**config.mk**
```make
export PLATFORM = sky130hd
export DESIGN_NAME = asynch_edge_detect_multi
export DESIGN_NICKNAME = d
export VERILOG_FILES = /design/src/rtl/asynch_edge_detect_multi.sv
export SDC_FILE = /design/constraint.sdc
export NUM_CORES = 1
export LEC_CHECK = 0
export CELL_PAD_IN_SITES_DETAIL_PLACEMENT = 0
export CELL_PAD_IN_SITES_GLOBAL_PLACEMENT = 2
export CORE_MARGIN = 3
export CORE_UTILIZATION = 36
export CTS_BUF_LIST = sky130_fd_sc_hd__clkbuf_8
export DETAILED_ROUTE_END_ITERATION = 8
export PLACE_DENSITY_LB_ADDON = 0.1
export SKIP_CTS_REPAIR_TIMING = 1
export SLEW_MARGIN = 10
export SYNTH_ARGS = -nofsm -noshare
export SYNTH_HDL_FRONTEND = slang
export SYNTH_SLANG_ARGS = --single-unit
```
**constraint.sdc**
```tcl
create_clock -name SYNC_CLK_IN -period 2.8 [get_ports SYNC_CLK_IN]
set_clock_uncertainty 0.1 [all_clocks]
set_input_delay 0.28 -clock SYNC_CLK_IN [delete_from_list [all_inputs] [get_ports SYNC_CLK_IN]]
set_output_delay 0.28 -clock SYNC_CLK_IN [all_outputs]
set_load 0.02 [all_outputs]
```
**src/rtl/asynch_edge_detect_multi.sv**
```systemverilog
`timescale 1ns/1ps
`default_nettype none
// ============================================================================
//  Module      : asynch_edge_detect_multi
//  Description : Multi-channel asynchronous edge detector. Each channel
//                synchronises an asynchronous pin into SYNC_CLK_IN. It then
//                glitch-filters the synchronised level with a stability
//                counter and qualifies rising/falling/both edges. Every
//                qualified edge is reported as a one-cycle pulse, a sticky
//                flag and an overrun flag.
//
//  Ports       :
//    SYNC_CLK_IN     in   1         sole clock, rising edge
//    RESET_N_IN      in   1         synchronous active-low reset
//    ASYNC_IN        in   NUM_CH    asynchronous inputs
//    EDGE_MODE_IN    in   2*NUM_CH  per channel: 00 off, 01 rise, 10 fall, 11 both
//    CLEAR_IN        in   NUM_CH    per-channel clear of sticky/overrun
//    READY_OUT       out  1         initialisation complete, outputs valid
//    LEVEL_OUT       out  NUM_CH    filtered synchronised level
//    EDGE_PULSE_OUT  out  NUM_CH    one-cycle pulse per qualified edge
//    STICKY_OUT      out  NUM_CH    latched qualified-edge flag
//    OVERRUN_OUT     out  NUM_CH    edge seen while sticky set and not cleared
//
//  Revision    : 1.0  initial release
// ============================================================================
module asynch_edge_detect_multi #(
  parameter int NUM_CH        = 4,
  parameter int SYNC_STAGES   = 2,
  parameter int FILTER_CYCLES = 4
) (
  input  logic                  SYNC_CLK_IN,
  input  logic                  RESET_N_IN,
  input  logic [NUM_CH-1:0]     ASYNC_IN,
  input  logic [2*NUM_CH-1:0]   EDGE_MODE_IN,
  input  logic [NUM_CH-1:0]     CLEAR_IN,
  output logic                  READY_OUT,
  output logic [NUM_CH-1:0]     LEVEL_OUT,
  output logic [NUM_CH-1:0]     EDGE_PULSE_OUT,
  output logic [NUM_CH-1:0]     STICKY_OUT,
  output logic [NUM_CH-1:0]     OVERRUN_OUT
);

  // --------------------------------------------------------------------------
  // Constants
  // --------------------------------------------------------------------------
  localparam int c_cnt_w  = $clog2(FILTER_CYCLES + 1);
  localparam int c_init_w = $clog2(SYNC_STAGES + 1);

  // Final INIT edge: the synchroniser has been filled with real samples.
  localparam logic [c_init_w-1:0] c_init_last = c_init_w'(SYNC_STAGES);
  // Counter value on the edge where a new level is accepted.
  localparam logic [c_cnt_w-1:0]  c_cnt_last  = c_cnt_w'(FILTER_CYCLES - 1);
  localparam logic [c_cnt_w-1:0]  c_cnt_one   = c_cnt_w'(1);

  // --------------------------------------------------------------------------
  // Global INIT -> RUN state machine
  // --------------------------------------------------------------------------
  typedef enum logic [0:0] {
    ST_INIT = 1'b0,
    ST_RUN  = 1'b1
  } state_t;

  state_t              r_state;
  logic [c_init_w-1:0] r_init_cnt;
  logic                r_ready;

  always_ff @(posedge SYNC_CLK_IN) begin
    if (!RESET_N_IN) begin
      r_state    <= ST_INIT;
      r_init_cnt <= '0;
      r_ready    <= 1'b0;
    end else begin
      case (r_state)
        ST_INIT: begin
          if (r_init_cnt == c_init_last) begin
            r_state    <= ST_RUN;
            r_init_cnt <= '0;
            r_ready    <= 1'b1;
          end else begin
            r_init_cnt <= r_init_cnt + c_init_w'(1);
          end
        end
        ST_RUN: begin
          r_ready <= 1'b1;
        end
        default: begin
          r_state    <= ST_INIT;
          r_init_cnt <= '0;
          r_ready    <= 1'b0;
        end
      endcase
    end
  end

  // The channel filters take their starting level from the synchroniser on
  // the last INIT edge, so no edge is ever reported for the initial state.
  logic w_load;
  logic w_run;

  assign w_load    = (r_state == ST_INIT) && (r_init_cnt == c_init_last);
  assign w_run     = (r_state == ST_RUN);
  assign READY_OUT = r_ready;

  // --------------------------------------------------------------------------
  // Per-channel synchroniser, glitch filter and edge reporting
  // --------------------------------------------------------------------------
  for (genvar i = 0; i < NUM_CH; i++) begin : g_ch
    logic [SYNC_STAGES-1:0] r_sync;
    logic                   r_level;
    logic                   r_counting;
    logic [c_cnt_w-1:0]     r_cnt;
    logic                   r_pulse;
    logic                   r_sticky;
    logic                   r_overrun;

    logic                   w_s;
    logic [1:0]             w_mode;
    logic                   w_edge;
    logic                   w_qual;

    assign w_s    = r_sync[SYNC_STAGES-1];
    assign w_mode = EDGE_MODE_IN[2*i +: 2];

    // A level change is accepted either on the first differing sample (single
    // sample filter) or when the run of differing samples reaches the limit.
    always_comb begin
      w_edge = 1'b0;
      if (w_run && (w_s != r_level)) begin
        if (FILTER_CYCLES == 1) begin
          w_edge = 1'b1;
        end else if (r_counting && (r_cnt == c_cnt_last)) begin
          w_edge = 1'b1;
        end
      end
    end

    // The mode is looked at combinationally on the edge cycle, and the
    // direction is judged from the level being accepted (w_s).
    always_comb begin
      w_qual = 1'b0;
      if (w_edge) begin
        case (w_mode)
          2'b01:   w_qual = w_s;
          2'b10:   w_qual = ~w_s;
          2'b11:   w_qual = 1'b1;
          default: w_qual = 1'b0;
        endcase
      end
    end

    always_ff @(posedge SYNC_CLK_IN) begin
      if (!RESET_N_IN) begin
        r_sync     <= '0;
        r_level    <= 1'b0;
        r_counting <= 1'b0;
        r_cnt      <= '0;
        r_pulse    <= 1'b0;
        r_sticky   <= 1'b0;
        r_overrun  <= 1'b0;
      end else begin
        r_sync  <= {r_sync[SYNC_STAGES-2:0], ASYNC_IN[i]};
        r_pulse <= w_qual;

        if (w_load) begin
          r_level    <= w_s;
          r_counting <= 1'b0;
          r_cnt      <= '0;
        end else if (w_run) begin
          if (w_edge) begin
            r_level    <= w_s;
            r_counting <= 1'b0;
            r_cnt      <= '0;
          end else if (w_s == r_level) begin
            // Stable, or a glitch shorter than the filter: drop the count.
            r_counting <= 1'b0;
            r_cnt      <= '0;
          end else if (!r_counting) begin
            r_counting <= 1'b1;
            r_cnt      <= c_cnt_one;
          end else begin
            r_cnt      <= r_cnt + c_cnt_one;
          end

          // Set wins over clear so an edge arriving with a clear is not lost.
          if (w_qual) begin
            r_sticky <= 1'b1;
          end else if (CLEAR_IN[i]) begin
            r_sticky <= 1'b0;
          end

          // A clear acknowledges the previous event, so an edge coinciding
          // with it is not an overrun.
          if (CLEAR_IN[i]) begin
            r_overrun <= 1'b0;
          end else if (w_qual && r_sticky) begin
            r_overrun <= 1'b1;
          end
        end
      end
    end

    assign LEVEL_OUT[i]      = r_level;
    assign EDGE_PULSE_OUT[i] = r_pulse;
    assign STICKY_OUT[i]     = r_sticky;
    assign OVERRUN_OUT[i]    = r_overrun;
  end

endmodule
`default_nettype wire

```
Word-level counts from Yosys, hierarchy flattened --
Index checks and enable logic that the tools add are counted.
Cells by class: add/subtract/negate cells 5, eq/ne operators 26, mux-type cells 69, bitwise logic cells 7, reductions and logical operators 39
Operator list (count):
- $mux W1 | 51
- $mux W3 | 12
- $reduce_bool A2 Y1 | 13
- $reduce_and A3 Y1 | 8
- $eq A2 B2 Y1 const B | 9
- $logic_and A1 B1 Y1 | 13
- $add A3 B1 Y3 const B | 4
- $eq A3 B2 Y1 const B | 4
- $pmux W1 S3 | 4
- $eq A2 B1 Y1 const B | 4
- $reduce_and A2 Y1 | 4
- $not A1 Y1 | 7
- $eq A1 B1 Y1 | 4
- $ne A1 B1 Y1 | 4
- $add A2 B1 Y2 const B | 1
- $mux W2 | 1
- $ne A2 B1 Y1 const B | 1
- $pmux W1 S2 | 1
- $reduce_or A2 Y1 | 1
Word-level totals: flip-flop bits (word level) 44, bits of input ports 18, output and inout port bits 17, word-level logic and storage cells 177

Depth between registers and ports, before layout --
depth in word-level cells 8, depth in mapped cells 6, depth with buffers taken out 5

Least setup slack after synthesis --
Ideal clock, no wire load.
path kind reg-to-reg, from register g_ch[0].r_cnt[0], to register g_ch[0].r_sticky, library setup time 0.087 ns, data arrival time 1.152 ns, data required time 2.613 ns, path slack 1.461 ns, stages on the path, launching flop included 6, buffers on the path 0, period minus slack after synthesis 1.339 ns, cell sequence dfxtp_1 -> ha_1 -> ha_1 -> nand3_1 -> nand2b_1 -> o31ai_1
Between the ends: cells in the longest elaborated chain, start to end 7, elaborated cells between the ends (all ways) 8, classes of those cells 1 x eq/ne; 4 x mux; 3 x reduce/logical
Ends and longest elaborated chain:
- from (decl) | RTL line 111 | logic [c_cnt_w-1:0] r_cnt;
- from (signal assigned) | RTL line 179 | r_cnt <= c_cnt_one;
- from (signal assigned) | RTL line 181 | r_cnt <= r_cnt + c_cnt_one;
- $eq A3 B2 Y1 * | RTL line 131 | end else if (r_counting && (r_cnt == c_cnt_last)) begin
- $logic_and A1 B1 Y1 * | RTL line 131
- $mux W1 * | RTL line 131
- $mux W1 * | RTL line 128 | if (w_run && (w_s != r_level)) begin
- $mux W1 * | RTL line 141 | if (w_edge) begin
- $reduce_bool A2 Y1 (no source line)
- $reduce_and A3 Y1 (no source line)
- to (signal assigned) | RTL line 158 | r_sticky <= 1'b0;
- to (signal assigned) | RTL line 186 | r_sticky <= 1'b1;
- to (signal assigned) | RTL line 188 | r_sticky <= 1'b0;
- to (decl) | RTL line 113 | logic r_sticky;
Every way passes the cells marked *; elsewhere a longest branch is shown, timed or not. A chain may end at the register's enable or synchronous reset.

Final worst setup path --
from register r_state, to register g_ch[2].r_sticky
Between the ends: cells in the longest elaborated chain, start to end 5, elaborated cells between the ends (all ways) 9, classes of those cells 3 x mux; 2 x bitwise; 4 x reduce/logical
Ends and longest elaborated chain:
- from (decl) | RTL line 63 | state_t r_state;
- from (signal assigned) | RTL line 69 | r_state <= ST_INIT;
- from (signal assigned) | RTL line 76 | r_state <= ST_RUN;
- from (signal assigned) | RTL line 87 | r_state <= ST_INIT;
- $logic_and A1 B1 Y1 | RTL line 128
- $mux W1 | RTL line 128
- $mux W1 | RTL line 141
- $reduce_bool A2 Y1 (no source line)
- $reduce_and A3 Y1 (no source line)
- to (signal assigned) | RTL line 158
- to (signal assigned) | RTL line 186
- to (signal assigned) | RTL line 188
- to (decl) | RTL line 113
Several ways; a longest one is shown, not always the timed one.

==> run_results.csv <==
group,metric,value,unit
setup_path,worstPathArrival,1.91,ns
power,p_leak,0.863,nW
finish,num_antenna_cells,0,
synth,synth_ff_type,"dfxtp_1",
timing,post-route-min-period,1.81,ns
finish,final_core_util,0.441,
global_routing,antenna_found_initial,0,
floorplan,fp.dieH,82.8,µm
global_routing,track_usage,0.127,
setup_path,crit_type,"reg2reg",
clocking,h-tree-depth,2,
place,io_buffers,34,
global_routing,grt_use_met1,0.165,
clocking,cts-root-buf,"clkbuf_8",
synth,yosysTopAreaCell,"dfxtp_1",
clocking,clk_path_buf_depth,2,
setup_path,endpoint_kind,"flop",
synth,synth_fp_nets,251,
setup_path,crit_path_cell_trace,"buf_4, nand3_1, nand2b_1, o31ai_1",
finish,syn_to_final_growth,16.5,%
global_routing,gr-usage-met3,0.0417,
floorplan,start_util,0.379,
synth,ys_types,30,
synth,synth_most_common_cell,"dfxtp_1",
setup_path,cp_slowest_cell,"dfxtp_1",
floorplan,fp.coreArea,0.00561,mm²
detailed_routing,vias_per_cell,5.00,
setup_path,worstPathMaxFanout,45,
floorplan,rows,27,
synth,ys.warnings.count,0,
power,vdd_drop_max,0.227,mV
clocking,cts_tree,"yes",
hold_path,hold_class,"reg2reg",
timing,setup_viol,0,
synth,ys_top_cells_by_count,"dfxtp_1 (44), nand2_1 (22), nand2b_1 (21), a21oi_1 (17), buf_4 (17)",
global_routing,grt_max_degree,46,
clocking,clk_pin_slew,0.09,ns
synth,yosys-top-cells-area,"dfxtp_1 (41%), nand2b_1 (6.2%), buf_4 (6.0%), ha_1 (4.7%), a21oi_1 (4.0%)",
finish,final_net_count,269,
detailed_routing,routed_wl,4.22,mm
status,status,"finished clean",
synth,synthesis.area,0.00212,mm²
timing,slew_violations,0,
timing,timing.hold.ws,0.336,ns
clocking,cts_buffers,5,
global_routing,grt_use_met2,0.200,
clocking,clkSinkCount,44,
setup_path,cp_slowest_stage_delay,0.55,ns
run,drv_cap,0,
detailed_routing,dr_total_vias,1579,
synth,yosys_register_bits,44,
synth,synth.top_cell.area_share,0.415,
clocking,worstSkewPairLatency,0.30,ns
global_routing,gr-total-overflow,0,
timing,relSlewSlack,0.542,
setup_path,cp-start-kind,"flop",
floorplan,pin_count,35,
timing,fmaxAchievable,553,MHz
place,gp_congestion,0.704,
detailed_routing,final_antenna_net_count,0,
synth,seq_area_frac_synth,0.415,
global_routing,grt-busiest-layer,"met2",
finish,layout-drive-gt1-share,0.0861,
finish,multi_input_area,0.00103,mm²
synth,synth_cells,225,
power,power_density,490,mW/mm²
global_routing,grt_pass1_vias,1569,
floorplan,dieWidth,82.8,µm
detailed_routing,firstDrtPassIters,4,
synth,avgSynthCellArea,9.44,µm²
timing,fin_crit_sh,0.646,
floorplan,dieArea,0.00686,mm²
timing,hold_violations,0,
power,power.total,1.21,mW
timing,rsz0062_at_grt,"false",
finish,fill_cells,582,
synth,synth_edf_count,0,
synth,synthArstFlopShare,0,
global_routing,grt_pass1_wl,7.25,mm
finish,seqCellArea,881,µm²
place,post-dp-hpwl,3.01,mm
timing,setup_tns,0,ns
setup_path,critPathRequiredTime,2.90,ns
timing,worstMarginPinSlew,0.688,ns
detailed_routing,drc_errors,0,
detailed_routing,wl_per_cell,13.3,µm
detailed_routing,first_iter_violations,38,
[worst paths after layout]
path                                                   start                       endpoint  slack, ns  depth (start not counted)
worst max-delay path                      r_state$_SDFF_PN0_  g_ch[2].r_sticky$_SDFFE_PN0P_       0.99                          4
worst min-delay path            g_ch[0].r_sync[0]$_SDFF_PN0_   g_ch[0].r_sync[1]$_SDFF_PN0_       0.34                          1
worst max register to register            r_state$_SDFF_PN0_  g_ch[2].r_sticky$_SDFFE_PN0P_       0.99                          4
worst min register to register  g_ch[0].r_sync[0]$_SDFF_PN0_   g_ch[0].r_sync[1]$_SDFF_PN0_       0.34                          1
[registers in the layout, summed over array words and instances, names as in the netlist]
name and flops:
g_ch.r_overrun 4, g_ch.r_cnt 12, g_ch.r_counting 4, r_state 1, g_ch.r_pulse 4, READY_OUT 1, g_ch.r_sticky 4, g_ch.r_level 4
g_ch.r_sync 8, r_init_cnt 2
[per-layer routing]
metal  share of wire  up-vias
li1                -      792
met1            0.48      740
met2            0.45       40
met3           0.053        7
met4           0.015        0
met5               0        -
[through the flow]
step                setup slack [ns]  cell area [µm²]  instances
finish                         0.992             2470        316
global route                   0.808             2470        316
CTS                             1.00             2470        316
detailed placement              1.02             2380        308
global placement                1.04             2380        308
floorplan                       1.46             2120        225
[where the power goes]
part / switching, mW / total [mW] / internal [mW] / leakage (nW)
logic: 0.0704 / 0.138 / 0.0673 / 0.455
clock network: 0.213 / 0.410 / 0.197 / 0.0510
registers: 0.0203 / 0.663 / 0.643 / 0.357
[worst max-delay path, delay by kind of cell (launching register included)]
family | cells | cell delay [ns]
DFF | 1 | 0.55
buffers and inverters | 1 | 0.44
and+or+nand+nor | 2 | 0.38
AOI/OAI and AO/OA | 1 | 0.24
[layout by cell type, fill, tap and decap left out, types with 6 or more instances in the layout]
master and count:
nand2_1 22, clkbuf_8 6, mux2i_1 8, and2_1 8, clkdlybuf4s50_1 34, ha_1 8
nand4_1 6, dfxtp_1 44, a21oi_1 17, nand2b_1 21, nand3_1 12
[cell type report]
| type | count | share of cell area |
|---|---|---|
| clock buffers | 6 | 0.0334 |
| clock inverters | 2 | 0.00405 |
| inverters | 5 | 0.00759 |
| multi-input cells | 150 | 0.416 |
| flip-flops and latches | 44 | 0.356 |
| well taps | 72 | 0.0364 |
| repair buffers | 37 | 0.147 |
[cells by family (layout without fill, tap and decap cells)]
family,count (synthesis),count (layout),share of synthesized area
simple gates,90,90,0.249
flops,44,44,0.415
compound gates,40,40,0.120
buf+inv,31,50,0.101
fa+ha+maj,8,8,0.0471
mux,8,8,0.0377
xor+xnor,4,4,0.0306
No activity file was read; power rests on OpenSTA's default activity.
==> patch 1, RTL diff (same flow settings) <==
Make the reset (`RESET_N_IN`) asynchronous in 2 clocked blocks. Comments in the files are not updated.
--- a/src/rtl/asynch_edge_detect_multi.sv
+++ b/src/rtl/asynch_edge_detect_multi.sv
@@ -64,7 +64,7 @@
   logic [c_init_w-1:0] r_init_cnt;
   logic                r_ready;
 
-  always_ff @(posedge SYNC_CLK_IN) begin
+  always_ff @(posedge SYNC_CLK_IN or negedge RESET_N_IN) begin
     if (!RESET_N_IN) begin
       r_state    <= ST_INIT;
       r_init_cnt <= '0;
@@ -148,7 +148,7 @@
       end
     end
 
-    always_ff @(posedge SYNC_CLK_IN) begin
+    always_ff @(posedge SYNC_CLK_IN or negedge RESET_N_IN) begin
       if (!RESET_N_IN) begin
         r_sync     <= '0;
         r_level    <= 1'b0;
Formal check against the unedited RTL: differs if RESET_N_IN is asserted again (counterexample within 4 cycles, from zero or initial values and one cycle with RESET_N_IN low); with RESET_N_IN held inactive, the same outputs for 10 cycles.
==> patch 1 against the unedited design <==
  * Global-route usage grew 0.11 points
  * Design area fell by 4.9%
  * Sequential cell count is the same
  * Wire length down 16%
  * Area after synthesis is 6.1% lower
  * Setup slack worse by 0.055 ns
  * Critical path depth shrank 1
  * Critical endpoint is now g_ch[0].r_level
Power is not compared: it rests on default switching activity, and its combinational part moved more than twofold at a synthesized area within 25%.
==> patch 1: results (changes against the unedited design) <==
| Metric | Value |
|---|---|
| Status | `completed` |
| Worst setup margin | `0.9371 ns (-0.05508 ns)` |
| Crit path to | `g_ch[0].r_level` |
| Clock Path Buffers | `2 (unchanged)` |
| Iteration count of the initial detailed-routing pass | `4 (unchanged)` |
| Crit path max fanout | `26 (-42%)` |
| Vias in the first global route | `1,369 (-13%)` |
| Worst-case vdd ir drop | `0.3796 mV` |
| Placer Congestion | `0.7623 (+8.4%)` |
| FILL cells | `505 (-13%)` |
| Placed Area | `0.002263 mm2 (-4.9%)` |
| H-tree Lvls | `2 (unchanged)` |
| Slowest-stage cell, CP | `dfrtp_1` |
| Met2 wire len | `1840 um (-4.1%)` |
| # DRC | `0 (unchanged)` |
| CTS Buf Count | `5 (unchanged)` |
| Xor/xnor share of the synthesized area | `1.758% (-1.3 points)` |
| DR top layer | `met4` |
| Top cells by area, synth | `dfrtp_1, buf_4, ha_1` |
| First-pass GRT wire length | `6382 um (-12%)` |
| Post-route insts no fill | `261 (-17%)` |
| Port Buffers | `34 (unchanged)` |
| Synth Warn # | `0 (unchanged)` |
| Metal3 WL | `101 um (-55%)` |
| Largest stage delay, worst path | `0.67 ns (+0.12 ns)` |
| Crit path DAT | `1.93 ns (+0.02 ns)` |
| Mux share of post-synthesis cell area | `2.762% (-1.0 points)` |
| Post-synthesis cell type count | `29 (-3.3%)` |
| Post-synthesis compound-gate area fraction | `13.81% (+1.8 points)` |
| Largest net degree at the start of global routing | `45 (-2.2%)` |
| Origin of the worst setup path | `r_state` |
| Slew headroom | `34.54% (-20 points)` |
| Root Buffer Master | `clkbuf_8` |
| Vias per inst | `4.908 (-1.8%)` |
| Nets | `216 (-20%)` |
| Clock share of power | `21.8%` |
| Synth top cells by count | `dfrtp_1, buf_4, nand2_1` |
| Number of DRC markers in iteration 0 | `40 (+5.3%)` |
| Met1 WL | `1572 um (-22%)` |
| Pre-CTS setup slack | `0.9240 ns (-0.09811 ns)` |
| Pint | `0.001253 W` |
| Clk Latency, worst-skew pair | `0.29 ns` |
| Overall Global Routing Usage | `12.83% (+0.11 points)` |
| Post-Synth Adder-Cell Area | `5.022% (+0.31 points)` |
| WL final | `3561 um (-16%)` |
| Worst hold path type | `input port to async pin` |
| R2r worst-path depth | `3 (-1)` |
| Clock transition at path regs | `0.08 ns` |
| Placed cell count | `253 (-18%)` |
| Register area share after synthesis | `55.24% (+14 points)` |
| WHS | `0.04513 ns (-0.2907 ns)` |
| Detail Placement HPWL | `2508 um (-17%)` |
| Fin util | `44.94% (+0.83 points)` |
| Synth async-reset ratio | `100.0% (+100 points)` |
| Ant diodes | `0 (unchanged)` |
| Fraction of final layout cells sized beyond drive strength 1 | `4.712% (-3.9 points)` |
| Mapped Nets | `195 (-22%)` |
| Avg Cell Area, Syn | `11.79 um2 (+25%)` |
| Logic pwr share | `29.7%` |
==> patch 1: cell types whose count changed in the layout (fill, tap and decap cells not counted), moves of 5 or more <==
cell / change
dfrtp_1: +44
a22o_1: +9
nand2b_1: -20
a32o_1: +5
mux2i_1: -7
a21oi_1: -11
nand2_1: -8
dfxtp_1: -44
nand3b_1: +6
==> patch 1: layer usage <==
layer | track usage (%) | vias to the layer above
met5 | 0 | -
met4 | 5.068 | 0
met3 | 3.700 | 4
met1 | 15.23 | 640
met2 | 21.77 | 14
li1 | - | 623
==> patch 1: cell type report <==
type | instances | area share, %
clock buffer | 6 | 3.509
clock inverter | 2 | 0.3190
inverter | 6 | 0.9569
multi-input combinational | 99 | 30.46
sequential | 44 | 46.78
tap | 70 | 3.721
timing repair buffer | 34 | 14.25
==> patch 1: worst max-delay path, delay by kind of cell, from the launching register on <==
| family | cells | cell delay [ns] |
|---|---|---|
| multiplexers | 1 | 0.32 |
| AND/OR/NAND/NOR | 2 | 0.65 |
| flip-flops | 1 | 0.67 |
==> patch 2, RTL diff (config.mk and constraints unchanged) <==
Made on the original files. Change the parameter `SYNC_STAGES` from 2 to 4.
--- a/src/rtl/asynch_edge_detect_multi.sv
+++ b/src/rtl/asynch_edge_detect_multi.sv
@@ -25,7 +25,7 @@
 // ============================================================================
 module asynch_edge_detect_multi #(
   parameter int NUM_CH        = 4,
-  parameter int SYNC_STAGES   = 2,
+  parameter int SYNC_STAGES   = 4,
   parameter int FILTER_CYCLES = 4
 ) (
   input  logic                  SYNC_CLK_IN,
Behaviour: not the same (Yosys sat finds a counterexample within 4 cycles, from zero or initial values and one cycle with RESET_N_IN low).
==> patch 2 against the unedited design <==
  * Area after synthesis up 13%
  * Synthesized cell count up 9.8%
  * Sequential cell count up 9
  * Wire length up 3.7%
  * Final cell count up 7.9%
  * Design area up 11%
  * Setup slack better by 0.074 ns
  * Critical endpoint is now LEVEL_OUT[0]
  * Critical path depth down 3
  * Fmax up 4.2%
  * Power up 12%
==> patch 2: results (changes against the unedited design) <==
| Metric | Value |
|---|---|
| Clock transition at path regs | `0.10 ns` |
| Initial antenna violation count | `0 (unchanged)` |
| Synth async-reset ratio | `0% (unchanged)` |
| Slowest-stage cell, CP | `clkdlybuf4s50_1` |
| Post-synthesis cell type count | `34 (+13%)` |
| Worst Hold Path EP | `g_ch[3].r_sync[2]` |
| WHS | `0.3391 ns (+0.003269 ns)` |
| Ant diodes | `0 (unchanged)` |
| Nets | `291 (+8.2%)` |
| FILL cells | `621 (+6.7%)` |
| Synth top cells by count | `dfxtp_1, nand2_1, nand2b_1` |
| Hold Crit Start | `g_ch[3].r_sync[1]` |
| Worst-case vdd ir drop | `0.2434 mV (+7.4%)` |
| Die W | `87.48 um (+5.6%)` |
| Largest regs | `g_ch.r_sync (16), g_ch.r_cnt (12)` |
| H-tree Lvls | `2 (unchanged)` |
| Reg2reg setup slack | `1.20 ns (+0.21 ns)` |
| Clock Path Buffers | `2 (unchanged)` |
| Iteration count of the initial detailed-routing pass | `3 (-1)` |
| Crit path max fanout | `3 (-93%)` |
| Mapped Nets | `275 (+9.6%)` |
| P_leak | `0.9751 nW (+13%)` |
| Via count | `1,644 (+4.1%)` |
| Detail Placement HPWL | `2922 um (-2.9%)` |
| Top cells by area, synth | `dfxtp_1, buf_4, ha_1` |
| Port Buffers | `34 (unchanged)` |
| Crit path DAT | `1.35 ns (-0.56 ns)` |
| Largest stage delay, worst path | `0.65 ns (+0.10 ns)` |
| Largest net degree at the start of global routing | `53 (+15%)` |
| RR Endpoint | `g_ch[3].r_overrun` |
| Number of DRC markers in iteration 0 | `65 (+71%)` |
| Top delay family on crit path | `buffers and inverters` |
| First-pass GRT wire length | `7707 um (+6.3%)` |
| RR Startpoint | `r_state` |
| Overall Global Routing Usage | `12.92% (+0.21 points)` |
| Register area share after synthesis | `44.40% (+2.9 points)` |
| Worst hold path type | `register to register` |
| Fraction of final layout cells sized beyond drive strength 1 | `9.091% (+0.48 points)` |
| Worst Tran Pin Value | `0.4693 ns (-0.2184 ns)` |
| Placer Congestion | `0.6609 (-6.1%)` |
| CTS Buf Count | `5 (unchanged)` |
| R2r worst-path depth | `4 (unchanged)` |
| WL final | `4372 um (+3.7%)` |
| Status | `completed` |
| Hold path depth | `1 (unchanged)` |
[patch 2: changes by cell type after synthesis, moves of 4 or more]
| cell | unedited run | this run |
|---|---|---|
| a21oi_1 | 17 | 9 |
| nor4b_2 | 4 | 0 |
| nor4b_1 | 0 | 4 |
| and2_1 | 8 | 16 |
| dfxtp_1 | 44 | 53 |
| a21oi_2 | 1 | 8 |
[patch 2: how the worst max path moves through the flow]
stage / cells after the start / start / to / slack, ns
6_report: 1 / g_ch[0].r_level / LEVEL_OUT[0] / 1.07
3_5_place_dp: 5 / RESET_N_IN / g_ch[2].r_sticky / 1.12
3_3_place_gp: 5 / RESET_N_IN / g_ch[3].r_sticky / 1.12
5_1_grt: 1 / g_ch[0].r_level / LEVEL_OUT[0] / 0.97
4_1_cts: 1 / g_ch[2].r_level / LEVEL_OUT[2] / 1.03
2_1_floorplan: 7 / r_init_cnt[0] / g_ch[0].r_counting / 1.36
[patch 2: report_power, final]
group          internal, W  total, W  switching, W
registers         0.000775  0.000789     0.0000136
clock network     0.000173  0.000424      0.000251
logic            0.0000690  0.000146     0.0000770
total              0.00102   0.00136      0.000342
[patch 2: routing by layer]
metal | GRT usage [%] | vias to the layer above | share of wire, %
li1 | - | 853 | -
met1 | 16.58 | 761 | 49
met2 | 20.41 | 26 | 45
met3 | 3.690 | 4 | 4.9
met4 | 5.021 | 0 | 1.7
met5 | 0 | - | 0
[patch 2: stage by stage]
step           instance area, um2  util (%)  setup slack, ns  instances  power [W]
3_3_place_gp                 2656     41.59            1.115        333  0.0009563
2_1_floorplan                2390         -            1.361        247  0.0009075
5_1_grt                      2744     42.97           0.9702        341   0.001439
6_report                     2744     42.97            1.066        341   0.001359
3_5_place_dp                 2656     41.59            1.118        333  0.0009548
4_1_cts                      2744     42.97            1.033        341   0.001386
[patch 2: kinds of logic after synthesis]
kind of cell	count (synthesis)	share of synthesized area, %
compound gates	38	11.20
mux	9	3.770
fa+ha+maj	10	5.236
flops	53	44.40
simple gates	97	23.09
xor+xnor	6	3.456
buf+inv	34	8.848
[patch 2: final cells by class]
class                   count  share of cell area, %
repair buffers             36                  12.95
clock inverters             3                 0.6840
inverters                   7                 0.9576
clock buffers               5                  2.508
multi-input cells         160                  40.72
well taps                  77                  3.511
flip-flops and latches     53                  38.67
